==> config.mk <==
export PLATFORM = sky130hd
export DESIGN_NAME = seq_mag_comparator_flat
export DESIGN_NICKNAME = d
export VERILOG_FILES = /design/src/rtl/seq_mag_comparator_pkg.sv /design/src/rtl/seq_mag_comparator_if.sv /design/src/rtl/seq_mag_comparator_cmp_slice4.sv /design/src/rtl/seq_mag_comparator.sv /design/src/flat_wrapper.sv
export SDC_FILE = /design/constraint.sdc
export NUM_CORES = 1
export LEC_CHECK = 0
export BUFFER_PORTS_ARGS = -buffer_cell sky130_fd_sc_hd__buf_2
export CORE_ASPECT_RATIO = 1.2
export CORE_MARGIN = 3
export CORE_UTILIZATION = 53
export CTS_BUF_LIST = sky130_fd_sc_hd__clkbuf_4
export DETAILED_ROUTE_END_ITERATION = 7
export PLACE_DENSITY_LB_ADDON = 0.12
export SETUP_SLACK_MARGIN = 0.15
export SYNTH_ARGS = -nofsm -noshare
export SYNTH_HDL_FRONTEND = slang
export SYNTH_HIERARCHICAL = 1
export SYNTH_SLANG_ARGS = --single-unit
==> constraint.sdc <==
create_clock -name clk -period 6.5 [get_ports clk]
set_clock_uncertainty 0.1 [all_clocks]
set_input_delay 0.65 -clock clk [delete_from_list [all_inputs] [get_ports clk]]
set_output_delay 0.65 -clock clk [all_outputs]
set_load 0.02 [all_outputs]
==> src/rtl/seq_mag_comparator_pkg.sv <==
// -----------------------------------------------------------------------------
// seq_cmp_pkg
// Shared definitions for the sequential magnitude comparator:
//   - state_t : controller state encoding (IDLE, RUN, DONE), 2 bits
//   - G0/L0/E0: carry values loaded at the start of every comparison
//   - SLICE_W : width of the shared cascade slice (one nibble)
// -----------------------------------------------------------------------------
package seq_cmp_pkg;

  localparam int SLICE_W = 4;

  typedef enum logic [1:0] {
    IDLE = 2'd0,
    RUN  = 2'd1,
    DONE = 2'd2
  } state_t;

  // An empty prefix (no nibbles seen yet) compares as "equal".
  localparam logic G0 = 1'b0;
  localparam logic L0 = 1'b0;
  localparam logic E0 = 1'b1;

endpackage

==> src/rtl/seq_mag_comparator_if.sv <==
// -----------------------------------------------------------------------------
// seq_mag_comparator_if
// Start/done handshake and operand/result bundle of the sequential comparator.
//   start, abort : request / cancel from the requesting datapath
//   a, b         : WIDTH-bit operands, sampled when a start is accepted
//   ready, busy  : controller status (IDLE / RUN)
//   done         : one-cycle pulse, gt/lt/eq valid
//   gt, lt, eq   : held comparison result
// Modports: master = requester, slave = comparator.
// -----------------------------------------------------------------------------
interface seq_mag_comparator_if #(
  parameter int WIDTH = 32
);

  logic             start;
  logic             abort;
  logic [WIDTH-1:0] a;
  logic [WIDTH-1:0] b;
  logic             ready;
  logic             busy;
  logic             done;
  logic             gt;
  logic             lt;
  logic             eq;

  modport master (
    output start, abort, a, b,
    input  ready, busy, done, gt, lt, eq
  );

  modport slave (
    input  start, abort, a, b,
    output ready, busy, done, gt, lt, eq
  );

endinterface

==> src/rtl/seq_mag_comparator_cmp_slice4.sv <==
// -----------------------------------------------------------------------------
// cmp_slice4
// Purely combinational 4-bit cascade comparator slice. Combines the ordering
// of one nibble with the carry from the less significant nibbles: a nibble
// that differs decides, an equal nibble passes the incoming carry through.
//   x, y            : nibble of operand A / B
//   g_in, l_in, e_in: carry from lower nibbles
//   g, l, e         : carry including this nibble
// -----------------------------------------------------------------------------
module cmp_slice4
  import seq_cmp_pkg::*;
(
  input  logic [SLICE_W-1:0] x,
  input  logic [SLICE_W-1:0] y,
  input  logic               g_in,
  input  logic               l_in,
  input  logic               e_in,
  output logic               g,
  output logic               l,
  output logic               e
);

  logic nib_eq;

  assign nib_eq = (x == y);
  assign g      = (x > y) | (nib_eq & g_in);
  assign l      = (x < y) | (nib_eq & l_in);
  assign e      = nib_eq & e_in;

endmodule

==> src/rtl/seq_mag_comparator.sv <==
// -----------------------------------------------------------------------------
// seq_mag_comparator
// Multi-cycle magnitude comparator: one shared cmp_slice4 is stepped over the
// operand nibbles, LSB nibble first, with the G/L/E carry held in registers.
// A comparison takes NIBBLES RUN cycles followed by one DONE cycle.
//
// Ports:
//   clk : rising-edge clock
//   rst : synchronous, active-high reset
//   bus : seq_mag_comparator_if.slave (start/abort/a/b in,
//         ready/busy/done/gt/lt/eq out)
//
// Parameters:
//   WIDTH : operand width, multiple of 4 and >= 8
//
// Build option:
//   SEQ_CMP_SIGNED_EN : when defined, operands are two's complement; differing
//                       sign bits override the unsigned result at completion.
// -----------------------------------------------------------------------------
module seq_mag_comparator
  import seq_cmp_pkg::*;
#(
  parameter int WIDTH = 32
) (
  input  logic                 clk,
  input  logic                 rst,
  seq_mag_comparator_if.slave  bus
);

  localparam int NIBBLES = WIDTH / SLICE_W;
  localparam int IDX_W   = (NIBBLES > 1) ? $clog2(NIBBLES) : 1;
  localparam logic [IDX_W-1:0] IDX_LAST = IDX_W'(NIBBLES - 1);

  state_t           state_reg, state_next;
  logic [IDX_W-1:0] idx_reg, idx_next;
  logic [WIDTH-1:0] a_reg, a_next;
  logic [WIDTH-1:0] b_reg, b_next;
  logic             g_reg, g_next;
  logic             l_reg, l_next;
  logic             e_reg, e_next;
  logic             gt_reg, gt_next;
  logic             lt_reg, lt_next;
  logic             eq_reg, eq_next;

  // Nibble views of the operand registers; the current one is picked by index.
  logic [SLICE_W-1:0] a_nib [NIBBLES];
  logic [SLICE_W-1:0] b_nib [NIBBLES];

  genvar gi;
  generate
    for (gi = 0; gi < NIBBLES; gi++) begin : g_nib
      assign a_nib[gi] = a_reg[gi*SLICE_W +: SLICE_W];
      assign b_nib[gi] = b_reg[gi*SLICE_W +: SLICE_W];
    end
  endgenerate

  logic [SLICE_W-1:0] a_cur, b_cur;
  logic               g_out, l_out, e_out;

  assign a_cur = a_nib[idx_reg];
  assign b_cur = b_nib[idx_reg];

  cmp_slice4 u_slice (
    .x    (a_cur),
    .y    (b_cur),
    .g_in (g_reg),
    .l_in (l_reg),
    .e_in (e_reg),
    .g    (g_out),
    .l    (l_out),
    .e    (e_out)
  );

  // Next-state and datapath update.
  always_comb begin
    state_next = state_reg;
    idx_next   = idx_reg;
    a_next     = a_reg;
    b_next     = b_reg;
    g_next     = g_reg;
    l_next     = l_reg;
    e_next     = e_reg;
    gt_next    = gt_reg;
    lt_next    = lt_reg;
    eq_next    = eq_reg;

    case (state_reg)
      IDLE: begin
        if (bus.start) begin
          a_next     = bus.a;
          b_next     = bus.b;
          g_next     = G0;
          l_next     = L0;
          e_next     = E0;
          idx_next   = '0;
          state_next = RUN;
        end
      end

      RUN: begin
        if (bus.abort) begin
          // Cancel: partial carry is thrown away, held result untouched.
          g_next     = G0;
          l_next     = L0;
          e_next     = E0;
          idx_next   = '0;
          state_next = IDLE;
        end else begin
          g_next = g_out;
          l_next = l_out;
          e_next = e_out;
          if (idx_reg == IDX_LAST) begin
            // Index wraps to 0 here instead of stepping past the last nibble,
            // so the nibble mux never sees an out-of-range select.
            idx_next   = '0;
            state_next = DONE;
            gt_next    = g_out;
            lt_next    = l_out;
            eq_next    = e_out;
`ifdef SEQ_CMP_SIGNED_EN
            // Different signs: the negative operand is the smaller one
            // regardless of the unsigned magnitude of the remaining bits.
            if (a_reg[WIDTH-1] != b_reg[WIDTH-1]) begin
              gt_next = b_reg[WIDTH-1];
              lt_next = a_reg[WIDTH-1];
            end
`endif
          end else begin
            idx_next = idx_reg + 1'b1;
          end
        end
      end

      DONE: begin
        state_next = IDLE;
      end

      default: begin
        state_next = IDLE;
      end
    endcase
  end

  always_ff @(posedge clk) begin
    if (rst) begin
      state_reg <= IDLE;
      idx_reg   <= '0;
      g_reg     <= G0;
      l_reg     <= L0;
      e_reg     <= E0;
      gt_reg    <= 1'b0;
      lt_reg    <= 1'b0;
      eq_reg    <= 1'b0;
    end else begin
      state_reg <= state_next;
      idx_reg   <= idx_next;
      g_reg     <= g_next;
      l_reg     <= l_next;
      e_reg     <= e_next;
      gt_reg    <= gt_next;
      lt_reg    <= lt_next;
      eq_reg    <= eq_next;
    end
  end

  // Operand registers carry no reset: they are only read after an accept.
  always_ff @(posedge clk) begin
    a_reg <= a_next;
    b_reg <= b_next;
  end

  assign bus.ready = (state_reg == IDLE);
  assign bus.busy  = (state_reg == RUN);
  assign bus.done  = (state_reg == DONE);
  assign bus.gt    = gt_reg;
  assign bus.lt    = lt_reg;
  assign bus.eq    = eq_reg;

endmodule

==> src/flat_wrapper.sv <==
// flat-port wrapper written by rule: the top's interface ports become plain ports
module seq_mag_comparator_flat import seq_cmp_pkg::*;
#(
  parameter int WIDTH = 32
)
  (clk, rst, bus_start, bus_abort, bus_a, bus_b, bus_ready, bus_busy, bus_done, bus_gt, bus_lt, bus_eq);
  seq_mag_comparator_if #(.WIDTH(WIDTH)) bus_i ();
  input  logic clk;
  input  logic rst;
  input wire logic [$bits(bus_i.start)-1:0] bus_start;
  input wire logic [$bits(bus_i.abort)-1:0] bus_abort;
  input wire logic [$bits(bus_i.a)-1:0] bus_a;
  input wire logic [$bits(bus_i.b)-1:0] bus_b;
  output wire logic [$bits(bus_i.ready)-1:0] bus_ready;
  output wire logic [$bits(bus_i.busy)-1:0] bus_busy;
  output wire logic [$bits(bus_i.done)-1:0] bus_done;
  output wire logic [$bits(bus_i.gt)-1:0] bus_gt;
  output wire logic [$bits(bus_i.lt)-1:0] bus_lt;
  output wire logic [$bits(bus_i.eq)-1:0] bus_eq;
  assign bus_i.start = bus_start;
  assign bus_i.abort = bus_abort;
  assign bus_i.a = bus_a;
  assign bus_i.b = bus_b;
  assign bus_ready = bus_i.ready;
  assign bus_busy = bus_i.busy;
  assign bus_done = bus_i.done;
  assign bus_gt = bus_i.gt;
  assign bus_lt = bus_i.lt;
  assign bus_eq = bus_i.eq;
  seq_mag_comparator #(.WIDTH(WIDTH)) u_core (.clk(clk), .rst(rst), .bus(bus_i));
endmodule
---- Yosys cells after proc, flatten, opt, wreduce, memory -nomap -nowiden ----
Index checks and enable logic that the tools add are counted.
W data, S select, Z words.
storage, ports and cells
  flip-flop bits (word level) ............. 75
  word-level logic and storage cells ...... 55
  input bits .............................. 68
  output and inout bits ................... 6
operators by class
  magnitude comparators ................... 3
  reduce and logical (&&, ||, !) cells .... 6
  mux-type cells .......................... 22
  $add $sub $neg .......................... 1
  bitwise operators ....................... 7
  eq/ne operators ......................... 6
operators with widths
  kind                   count
  $bmux W4 S3            2
  $mux W4                4
  $mux W3                3
  $mux W2                3
  $pmux W1 S2            3
  $pmux W3 S2            1
  $reduce_and A2 Y1      3
  $mux W1                5
  $eq A4 B4 Y1           1
  $ge A4 B4 Y1 const B   1
  $gt A4 B4 Y1           1
  $lt A4 B4 Y1           1
  $not A3 Y4             1
  $pmux W2 S2            1
  $add A3 B1 Y3 const B  1
  $and A1 B1 Y1          3
  $eq A3 B3 Y1 const B   1
  $ne A3 B2 Y1 const B   1
  $reduce_and A3 Y1      1
  $eq A2 B1 Y1 const B   1
  $eq A2 B2 Y1 const B   1
  $logic_not A2 Y1       1
  $ne A2 B2 Y1 const B   1
  $or A1 B1 Y1           2
  other kinds (2)        2

---- Depth between registers and ports, before layout ----
Gate-level depths: netlist of run 1.
  word-level depth ........................ 9
  mapped depth ............................ 11
  gate-level depth less buffers ........... 9

---- Cells and area by module ----
The synthesis of run 1 kept the hierarchy.
by module, submodules not included
  module              cells an instance  seq. area each (um^2)  times used  area each (um^2)
  seq_mag_comparator  137                2142.1                 1           2919.0
  cmp_slice4          17                 0.0                    1           131.4

---- Least setup slack after synthesis of run 1 ----
No wires, ideal clock.
  kind .................................... input to register
  start ................................... input bus_start
  end ..................................... register u_core.a_reg[0], enable pin
  arrival time ............................ 5.332 ns
  stages on the path ...................... 1
  data required time ...................... 5.820 ns
  library setup time ...................... 0.580 ns
  path buffers ............................ 0
  setup slack ............................. 0.487 ns
  path through ............................ nor3b_1
between the ends
  longest elaborated chain between the ends .. 1
ends and longest elaborated chain
  item                         RTL line                   text
  from (decl)                  flat_wrapper.sv:10         input wire logic [$bits(bus_i.start)-1:0] bus_start;
  $reduce_and A2 Y1 (no line)  -
  to (signal assigned)         seq_mag_comparator.sv:168  a_reg <= a_next;
  to (decl)                    seq_mag_comparator.sv:36   logic [WIDTH-1:0] a_reg, a_next;
No other way between the ends.
A chain may end at the register's enable or synchronous reset.

---- Worst setup path after layout of run 1 ----
  start ................................... register u_core.idx_reg[0]
  end ..................................... register u_core.e_reg
between the ends
  longest elaborated chain between the ends .. 8
  elaborated cells between the ends (all ways) .. 11
  those cells by class .................... eq/ne: 1; mux: 8; bitwise: 2
ends and longest elaborated chain
  item                                        RTL line                             text
  from (decl)                                 seq_mag_comparator.sv:35             logic [IDX_W-1:0] idx_reg, idx_next;
  from (signal assigned)                      seq_mag_comparator.sv:156            idx_reg <= idx_next;
  $not A3 Y4 (not written as such)            seq_mag_comparator.sv:61             assign b_cur = b_nib[idx_reg];
  $bmux W4 S3                                 seq_mag_comparator.sv:61
  $mux W4 (not written as such) (2 in a row)  seq_mag_comparator.sv:61
  net u_core.b_cur[3]                         seq_mag_comparator.sv:57             logic [SLICE_W-1:0] a_cur, b_cur;
  $eq A4 B4 Y1                                seq_mag_comparator_cmp_slice4.sv:25  assign nib_eq = (x == y);
  $and A1 B1 Y1                               seq_mag_comparator_cmp_slice4.sv:28  assign e = nib_eq & e_in;
  net u_core.e_out                            seq_mag_comparator.sv:58             logic g_out, l_out, e_out;
  $mux W1                                     seq_mag_comparator.sv:101            if (bus.abort) begin
  $pmux W1 S2                                 seq_mag_comparator.sv:87             case (state_reg)
  to (signal assigned)                        seq_mag_comparator.sv:159            e_reg <= e_next;
  to (decl)                                   seq_mag_comparator.sv:40             logic e_reg, e_next;
The timed path passes the listed nets, and every way through them passes these cells. The select of a mux whose other input is x is not followed.

==> results of run 1 <==
metal layers:
metal  routed length, um  vias to the layer above  share of wire [%]
met5                   0                        -                  0
met4                  98                        0                2.0
met3                 261                        9                5.3
met2                2691                       51                 54
met1                1898                      777                 38
li1                    -                      791                  -
cell usage after synthesis (all sizes together), types with 2 or more instances:
| cell type | number |
|---|---|
| nor2 | 12 |
| nor2b | 4 |
| mux4 | 16 |
| edfxtp | 64 |
| nor3b | 2 |
| nand2b | 2 |
| ha | 6 |
| clkbuf | 2 |
| inv | 4 |
| dfxtp | 11 |
| mux2 | 8 |
| buf | 4 |
| mux2i | 4 |
| a22oi | 4 |
metrics by stage:
stage                     total power, uW  hold slack, ns  cells
final                               866.2          0.3125    300
after detailed placement            646.5          0.3810    284
after floorplan                     616.4          0.3782    154
after CTS                           876.5          0.2813    300
after global routing                908.5          0.2720    300
after global placement              641.4          0.3722    284
critical path, stage by stage (launching register included):
cell and delay (ns):
dfxtp_1 0.95, mux4_1 0.68, mux2_2 0.28, inv_1 0.05
ha_1 0.26, and4_1 0.24, and2_1 0.17, nand2b_1 0.15
a21o_1 0.19
kinds of logic (layout without fill, tap and decap cells):
kind of cell               after synthesis  after routing
buffers and inverters                   10             94
AOI/OAI and AO/OA                       10             10
DFF                                     75             75
adders and majority gates                6              6
muxes                                   28             28
and+or+nand+nor                         25             25
worst max path at each step:
stage | endpoint | slack (ns) | depth (start not counted)
detailed placement | u_core/e_reg$_SDFFE_PP1P_ | 3.31 | 7
floorplan | u_core/a_reg[0]$_DFFE_PP_ | 0.49 | 1
global placement | u_core/e_reg$_SDFFE_PP1P_ | 3.39 | 7
CTS | u_core/e_reg$_SDFFE_PP1P_ | 3.29 | 7
finish | u_core/e_reg$_SDFFE_PP1P_ | 3.32 | 8
global route | u_core/e_reg$_SDFFE_PP1P_ | 3.20 | 8
report_power, final:
part / switching, uW / internal, uW / total (uW)
combinational: 34.0 / 38.1 / 72.1
clock: 144 / 88.8 / 232
sequential: 8.49 / 553 / 562
total: 186 / 680 / 866
final cells by class:
class / instances / area [um^2] / share of cell area (%)
clock buffer: 12 / 90.09 / 2.525
clock inverter: 4 / 18.77 / 0.5261
inverter: 4 / 15.01 / 0.4209
multi-input combinational: 69 / 850.8 / 23.85
sequential: 75 / 2142 / 60.05
tap: 62 / 77.57 / 2.175
timing repair buffer: 74 / 372.9 / 10.45
layout by cell type, fill, tap and decap left out, drive strengths merged:
cell type   n
mux2i       4
and2        1
mux2        8
buf        74
a22o        1
and4bb      1
clkinv      4
nor2       12
edfxtp     64
ha          6
dfxtp      11
inv         4
nor3b       2
nand2b      2
a22oi       4
mux4       16
a21o        1
clkbuf     12
nor2b       4
nor4b       1
and4        1
o211ai      1
o21bai      1
a31oi       1
a21oi       1
nand4       1
==> key figures, run 1 <==
Run status
  – Status: finished, final reports clean

Clock network
  – Postcts setup bufs: 0
  – Post_cts resized: 0
  – Worst-path clk slew: 0.11 ns
  – # hold bufs at CTS: 0
  – CTS tree: done
  – Htree depth: 3
  – Clock tree sinks: 75
  – Worst-Skew Late Latency: 0.40 ns
  – Clock tree buffer depth: 2
  – Clock root cell: clkbuf_4
  – CTS buffer count: 9

Yosys
  – Top_reg_cell synth: edfxtp_1
  – Synth Area in Compound Gates: 2.543%
  – Simple-gate area share of the yosys netlist: 4.676%
  – Part of the Yosys area used for sequential elements: 70.22%
  – Number of synthesized register bits: 75
  – Synthesis Warnings: 6
  – Post-synth EDFFs: 64
  – Cell taking the most area after synthesis: edfxtp_1
  – Main combinational cell family by area after synthesis: multiplexers
  – Post-Syn Area per Cell: 19.81 um^2
  – Distinct cell type count after synthesis: 29
  – Xor-xnor portion of the synthesized cell area: 0%
  – FFs w/ async S/R, synth: 0%
  – Post-Syn Area: 3050 um^2
  – Post-Synth Adder-Cell Area: 2.461%
  – Syn Inst Count: 154
  – Synth top area share: 63.00%
  – Post-synthesis mux area share: 18.05%
  – Mapped Nets: 228
  – Synth area leaders: edfxtp_1, mux4_1, dfxtp_1, mux2_2, ha_1

Global routing
  – First-pass GRT wire length: 7.824 mm
  – GRT Total Usage: 16.56%
  – Global route overflow: 0
  – Initial antenna violation count: 0
  – Grt met3 use: 5.624%
  – Top Usage Layer GRT: met2
  – GR Util met1: 19.36%
  – Largest net degree at the start of global routing: 66
  – Grt met2 use: 27.34%
  – Vias in the first global route: 1711

Critical path
  – Worst Path Required: 6.71 ns
  – CP arrival: 3.39 ns
  – Critical R2R Capture: u_core/e_reg$_SDFFE_PP1P_
  – Worst Setup SP: u_core/idx_reg[0]$_SDFFE_PP0P_
  – Crit Reg-Reg Startpoint: u_core/idx_reg[0]$_SDFFE_PP0P_
  – Worst R2R Path Depth: 8
  – Crit Path Max Fanout: 18
  – Flop2flop setup slack: 3.32 ns
  – Crit Path Category: register to register
  – Worst setup SP type: register
  – CP Capture Type: register

STA
  – # setup viols final: 0
  – Slew margin rel.: 37.40%
  – Final min period: 3.180 ns
  – Sum of negative setup slack: 0 ns
  – Final WS setup: 3.320 ns
  – Fin. max-slew vios: 0
  – Final cycle utilization of the critical path: 48.92%
  – RSZ-0062 raised after global routing: false
  – Count of final hold-check violations: 0
  – Fmax: 314.5 MHz
  – Actual slew at the worst max-slew pin: 0.9377 ns

Place
  – DP Area: 3458 um^2
  – Setup WS pre-CTS: 3.307 ns
  – Quantity of I/O buffers inserted on ports: 73
  – GP Congestion: 0.7240
  – Detail Placement HPWL: 3.600 mm

Die
  – IO Count: 74
  – Core area: 5443 um^2
  – Starting density of the core: 56.05%
  – DIE HEIGHT: 89.11 um
  – Row count: 29
  – Die area: 6706 um^2
  – Overall die width: 75.26 um

Pwr
  – PD cells: 242.8 nW/um^2
  – VDD IR max: 0.0001682 V
  – LEAKAGE: 0.001390 uW

Cells and area
  – Final core area utilization: 65.54%
  – Finished Cell Area: 3567 um^2
  – FILL cells: 395
  – Layout cell share with drive strength beyond 1: 42.44%
  – Area grow syn2layout: 16.94%
  – Antenna cells: 0
  – Layout Nets: 307

Hold path
  – Worst hold stages: 1
  – HP Start: bus_a[1]
  – Hold Path Sink: u_core/a_reg[1]$_DFFE_PP_
  – Hold WC Path Type: input port to register

Job
  – Max-Cap Viols: 0

Routing
  – Drt drc: 0
  – Post-route ant nets: 0
  – DRT Pass-1 Iters: 4
  – Via density: 5.427
  – Iteration-0 DRC Markers: 55
  – DR WL/cell: 16.50 um
  – Via count: 1628
  – Total Wirelength: 4.949 mm
No activity file was read; power rests on OpenSTA's default activity.
==> run 2, diff against run 1 <==
--- a/config.mk
+++ b/config.mk
@@ -8,7 +8,7 @@
 export BUFFER_PORTS_ARGS = -buffer_cell sky130_fd_sc_hd__buf_2
 export CORE_ASPECT_RATIO = 1.2
 export CORE_MARGIN = 3
-export CORE_UTILIZATION = 53
+export CORE_UTILIZATION = 50
 export CTS_BUF_LIST = sky130_fd_sc_hd__clkbuf_4
 export DETAILED_ROUTE_END_ITERATION = 7
 export PLACE_DENSITY_LB_ADDON = 0.12
==> constraint.sdc (replaced) <==
create_clock -name clk -period 2.6 [get_ports clk]
set_clock_uncertainty 0.1 [all_clocks]
set_input_delay 0.26 -clock clk [delete_from_list [all_inputs] [get_ports clk]]
set_output_delay 0.26 -clock clk [all_outputs]
set_load 0.02 [all_outputs]
==> key figures, run 2 (synthesized netlist as in run 1, its figures left out) <==
Critical path
  – Worst setup SP type: register
  – CP arrival: 2.73 ns (-0.66 ns)
  – Crit path cell chain: buf_12 > buf_16 > mux4_2 > mux2_4 > ha_4 > and4_1 > a22o_1 > a22oi_2 > nor2_1
  – Top delay family on crit path: multiplexers
  – Crit Path Max Fanout: 4 (-14)
  – Slowest CP cell: mux4_2
  – Flop2flop setup slack: 0.08 ns (-3.24 ns)
  – Crit Path Category: register to register
  – Crit Reg-Reg Startpoint: u_core/idx_reg[0]$_SDFFE_PP0P_
  – CP bufs+invs: 2 (+1)
  – Max stage delay on crit path: 0.50 ns (-0.45 ns)
  – CP Capture Type: register
  – Critical R2R Capture: u_core/l_reg$_SDFFE_PP0P_
  – CP endpoint: u_core/l_reg$_SDFFE_PP0P_
  – Worst R2R Path Depth: 9 (+1)
  – Worst Path Required: 2.80 ns (-3.91 ns)
  – Crit. path cell count: 9 (+1)
  – Worst Setup SP: u_core/idx_reg[0]$_SDFFE_PP0P_

Pwr
  – Clock power frac: 28.2% (+1.4 points)
  – VDD IR max: 0.0003790 V (+130%)
  – Int Pwr: 1861 uW (+170%)
  – LEAKAGE: 0.001717 uW (+23%)
  – Flop pwr share: 58.6% (-6.2 points)
  – PD cells: 537.5 nW/um^2 (+120%)
  – Comb power frac: 13.2% (+4.9 points)
  – Switch share: 22.34% (+0.85 points)
  – Sw Pwr: 535.3 uW (+190%)

Cells and area
  – Most frequent cells in the layout: buf_2, dlygate4sd3_1, edfxtp_1
  – Layout Nets: 379 (+23%)
  – Layout cell share with drive strength beyond 1: 44.01% (+1.6 points)
  – Final core area utilization: 77.12% (+12 points)
  – FILL cells: 369 (-6.6%)
  – Commonest non-fill, non-tap cell in the layout: buf_2
  – Finished Layout Cells: 389 (+30%)
  – Antenna cells: 0 (unchanged)
  – Area grow syn2layout: 46.14%

Place
  – GP Congestion: 0.6809 (-6.0%)
  – Quantity of I/O buffers inserted on ports: 73 (unchanged)
  – Detail Placement HPWL: 3.582 mm (-0.49%)
  – Placed cells: 306 (+7.7%)

Global routing
  – Global route overflow: 0 (unchanged)
  – First-pass GRT wire length: 10.13 mm (+29%)
  – Vias in the first global route: 2092 (+22%)
  – GRT Total Usage: 18.97% (+2.4 points)
  – Largest net degree at the start of global routing: 66 (unchanged)
  – Initial antenna violation count: 0 (unchanged)

STA
  – RSZ-0062 raised after global routing: true
  – # setup viols final: 0 (unchanged)
  – Fin. max-slew vios: 0 (unchanged)
  – Slew margin rel.: 45.22% (+7.8 points)
  – Final cycle utilization of the critical path: 97.07% (+48 points)
  – Final min period: 2.524 ns (-0.6558 ns)
  – Count of final hold-check violations: 0 (unchanged)
  – Actual slew at the worst max-slew pin: 0.8218 ns (-0.1159 ns)
  – Hold_ws: 0.04615 ns (-0.2663 ns)
  – Fmax: 396.2 MHz (+26%)

Clock network
  – Worst-Skew Late Latency: 0.41 ns (about the same)
  – Clock tree sinks: 75 (unchanged)
  – Clock root cell: clkbuf_4
  – CTS buffer count: 9 (unchanged)
  – CTS tree: done
  – Htree depth: 3 (unchanged)
  – Worst-path clk slew: 0.11 ns (about the same)
  – Clock tree buffer depth: 2 (unchanged)

Die
  – Die area: 7078 um^2 (+5.5%)
  – Row count: 30 (+3.4%)
  – IO Count: 74 (unchanged)
  – Starting density of the core: 52.77% (-3.3 points)
  – Overall die width: 77.30 um (+2.7%)
  – DIE HEIGHT: 91.56 um (+2.8%)
  – Core area: 5781 um^2 (+6.2%)

Run status
  – Status: finished, final reports clean

Routing
  – Via density: 4.987 (-8.1%)
  – Iteration-0 DRC Markers: 102 (+85%)
  – Via count: 1940 (+19%)
  – Total Wirelength: 6.316 mm (+28%)
  – Post-route ant nets: 0 (unchanged)
  – Drt drc: 0 (unchanged)
  – DR WL/cell: 16.24 um (-1.6%)
  – DRT Pass-1 Iters: 4 (unchanged)

Hold path
  – Hold WC Path Type: input port to register

Job
  – Max-Cap Viols: 0 (unchanged)
-- run 2: changes by cell type in the layout (fill, tap and decap cells not counted), sizes merged --
cell	change
buf	+8
bufinv	+1
clkbuf	-3
clkinvlp	+1
dlygate4sd3	+64
-- run 2: cell type report --
type | count | area, um^2 | share of cell area [%]
Clock buffer | 9 | 67.56 | 1.516
Clock inverter | 6 | 57.56 | 1.291
Inverter | 4 | 15.01 | 0.3368
Multi-Input combinational cell | 69 | 925.9 | 20.77
Sequential cell | 75 | 2148 | 48.19
Tap cell | 80 | 100.1 | 2.245
Timing Repair Buffer | 146 | 1144 | 25.65
-- run 2: worst min path at each step --
stage               from                                to  slack (ns)  cells past startpoint
2_1_floorplan        rst  u_core/state_reg[1]$_SDFFE_PP0P_        0.22                      1
3_3_place_gp   bus_b[23]        u_core/b_reg[23]$_DFFE_PP_        0.34                      1
3_5_place_dp    bus_b[7]         u_core/b_reg[7]$_DFFE_PP_        0.34                      1
4_1_cts              rst  u_core/state_reg[0]$_SDFFE_PP0P_        0.02                      2
5_1_grt              rst        u_core/bus.eq$_SDFFE_PP0P_        0.04                      2
6_report             rst        u_core/bus.eq$_SDFFE_PP0P_        0.05                      2
-- run 2: per-layer routing --
layer / global-route usage, % / wire length [um] / up-vias
met5: 0 / 0 / -
met3: 4.464 / 248 / 7
met2: 33.07 / 3475 / 59
li1: - / - / 925
met1: 22.68 / 2517 / 949
met4: 7.122 / 76 / 0
-- run 2: per-stage QoR --
stage               setup slack, ns  setup TNS [ns]  instance area, um^2  power [uW]
finish                      0.07623               0                 4458        2396
global route              -0.006038        -0.01178                 4458        2486
CTS                         0.08363               0                 4438        2395
detailed placement          0.07412               0                 3605        1648
global placement             0.1316               0                 3605        1634
floorplan                   0.03597               0                 3114        1558
-- run 2: repair_timing --
| item | CTS | global route |
|---|---|---|
| endpoints found under the setup margin | 5 | 6 |
| hold buffers | 64 | 0 |
| hold endpoints to repair | 64 | 0 |
| pin swaps | 10 | 3 |
| cloned | 1 | 0 |
| resized for setup | 8 | 2 |
| buffers inserted | 2 | 1 |
-- run 2: worst reg2reg max path: stages, from the launching register on --
cell	delay, ns
dfxtp_4	0.41
buf_12	0.11
buf_16	0.11
mux4_2	0.50
mux2_4	0.29
ha_4	0.26
and4_1	0.17
a22o_1	0.26
a22oi_2	0.16
nor2_1	0.06
-- run 2: power by group through the flow --
stage / clock network (uW) / registers, uW / logic (uW)
after floorplan: 0 / 1420 / 135
after CTS: 684 / 1400 / 307
final: 677 / 1400 / 315
after global routing: 736 / 1410 / 340
after detailed placement: 0 / 1430 / 216
after global placement: 0 / 1430 / 205
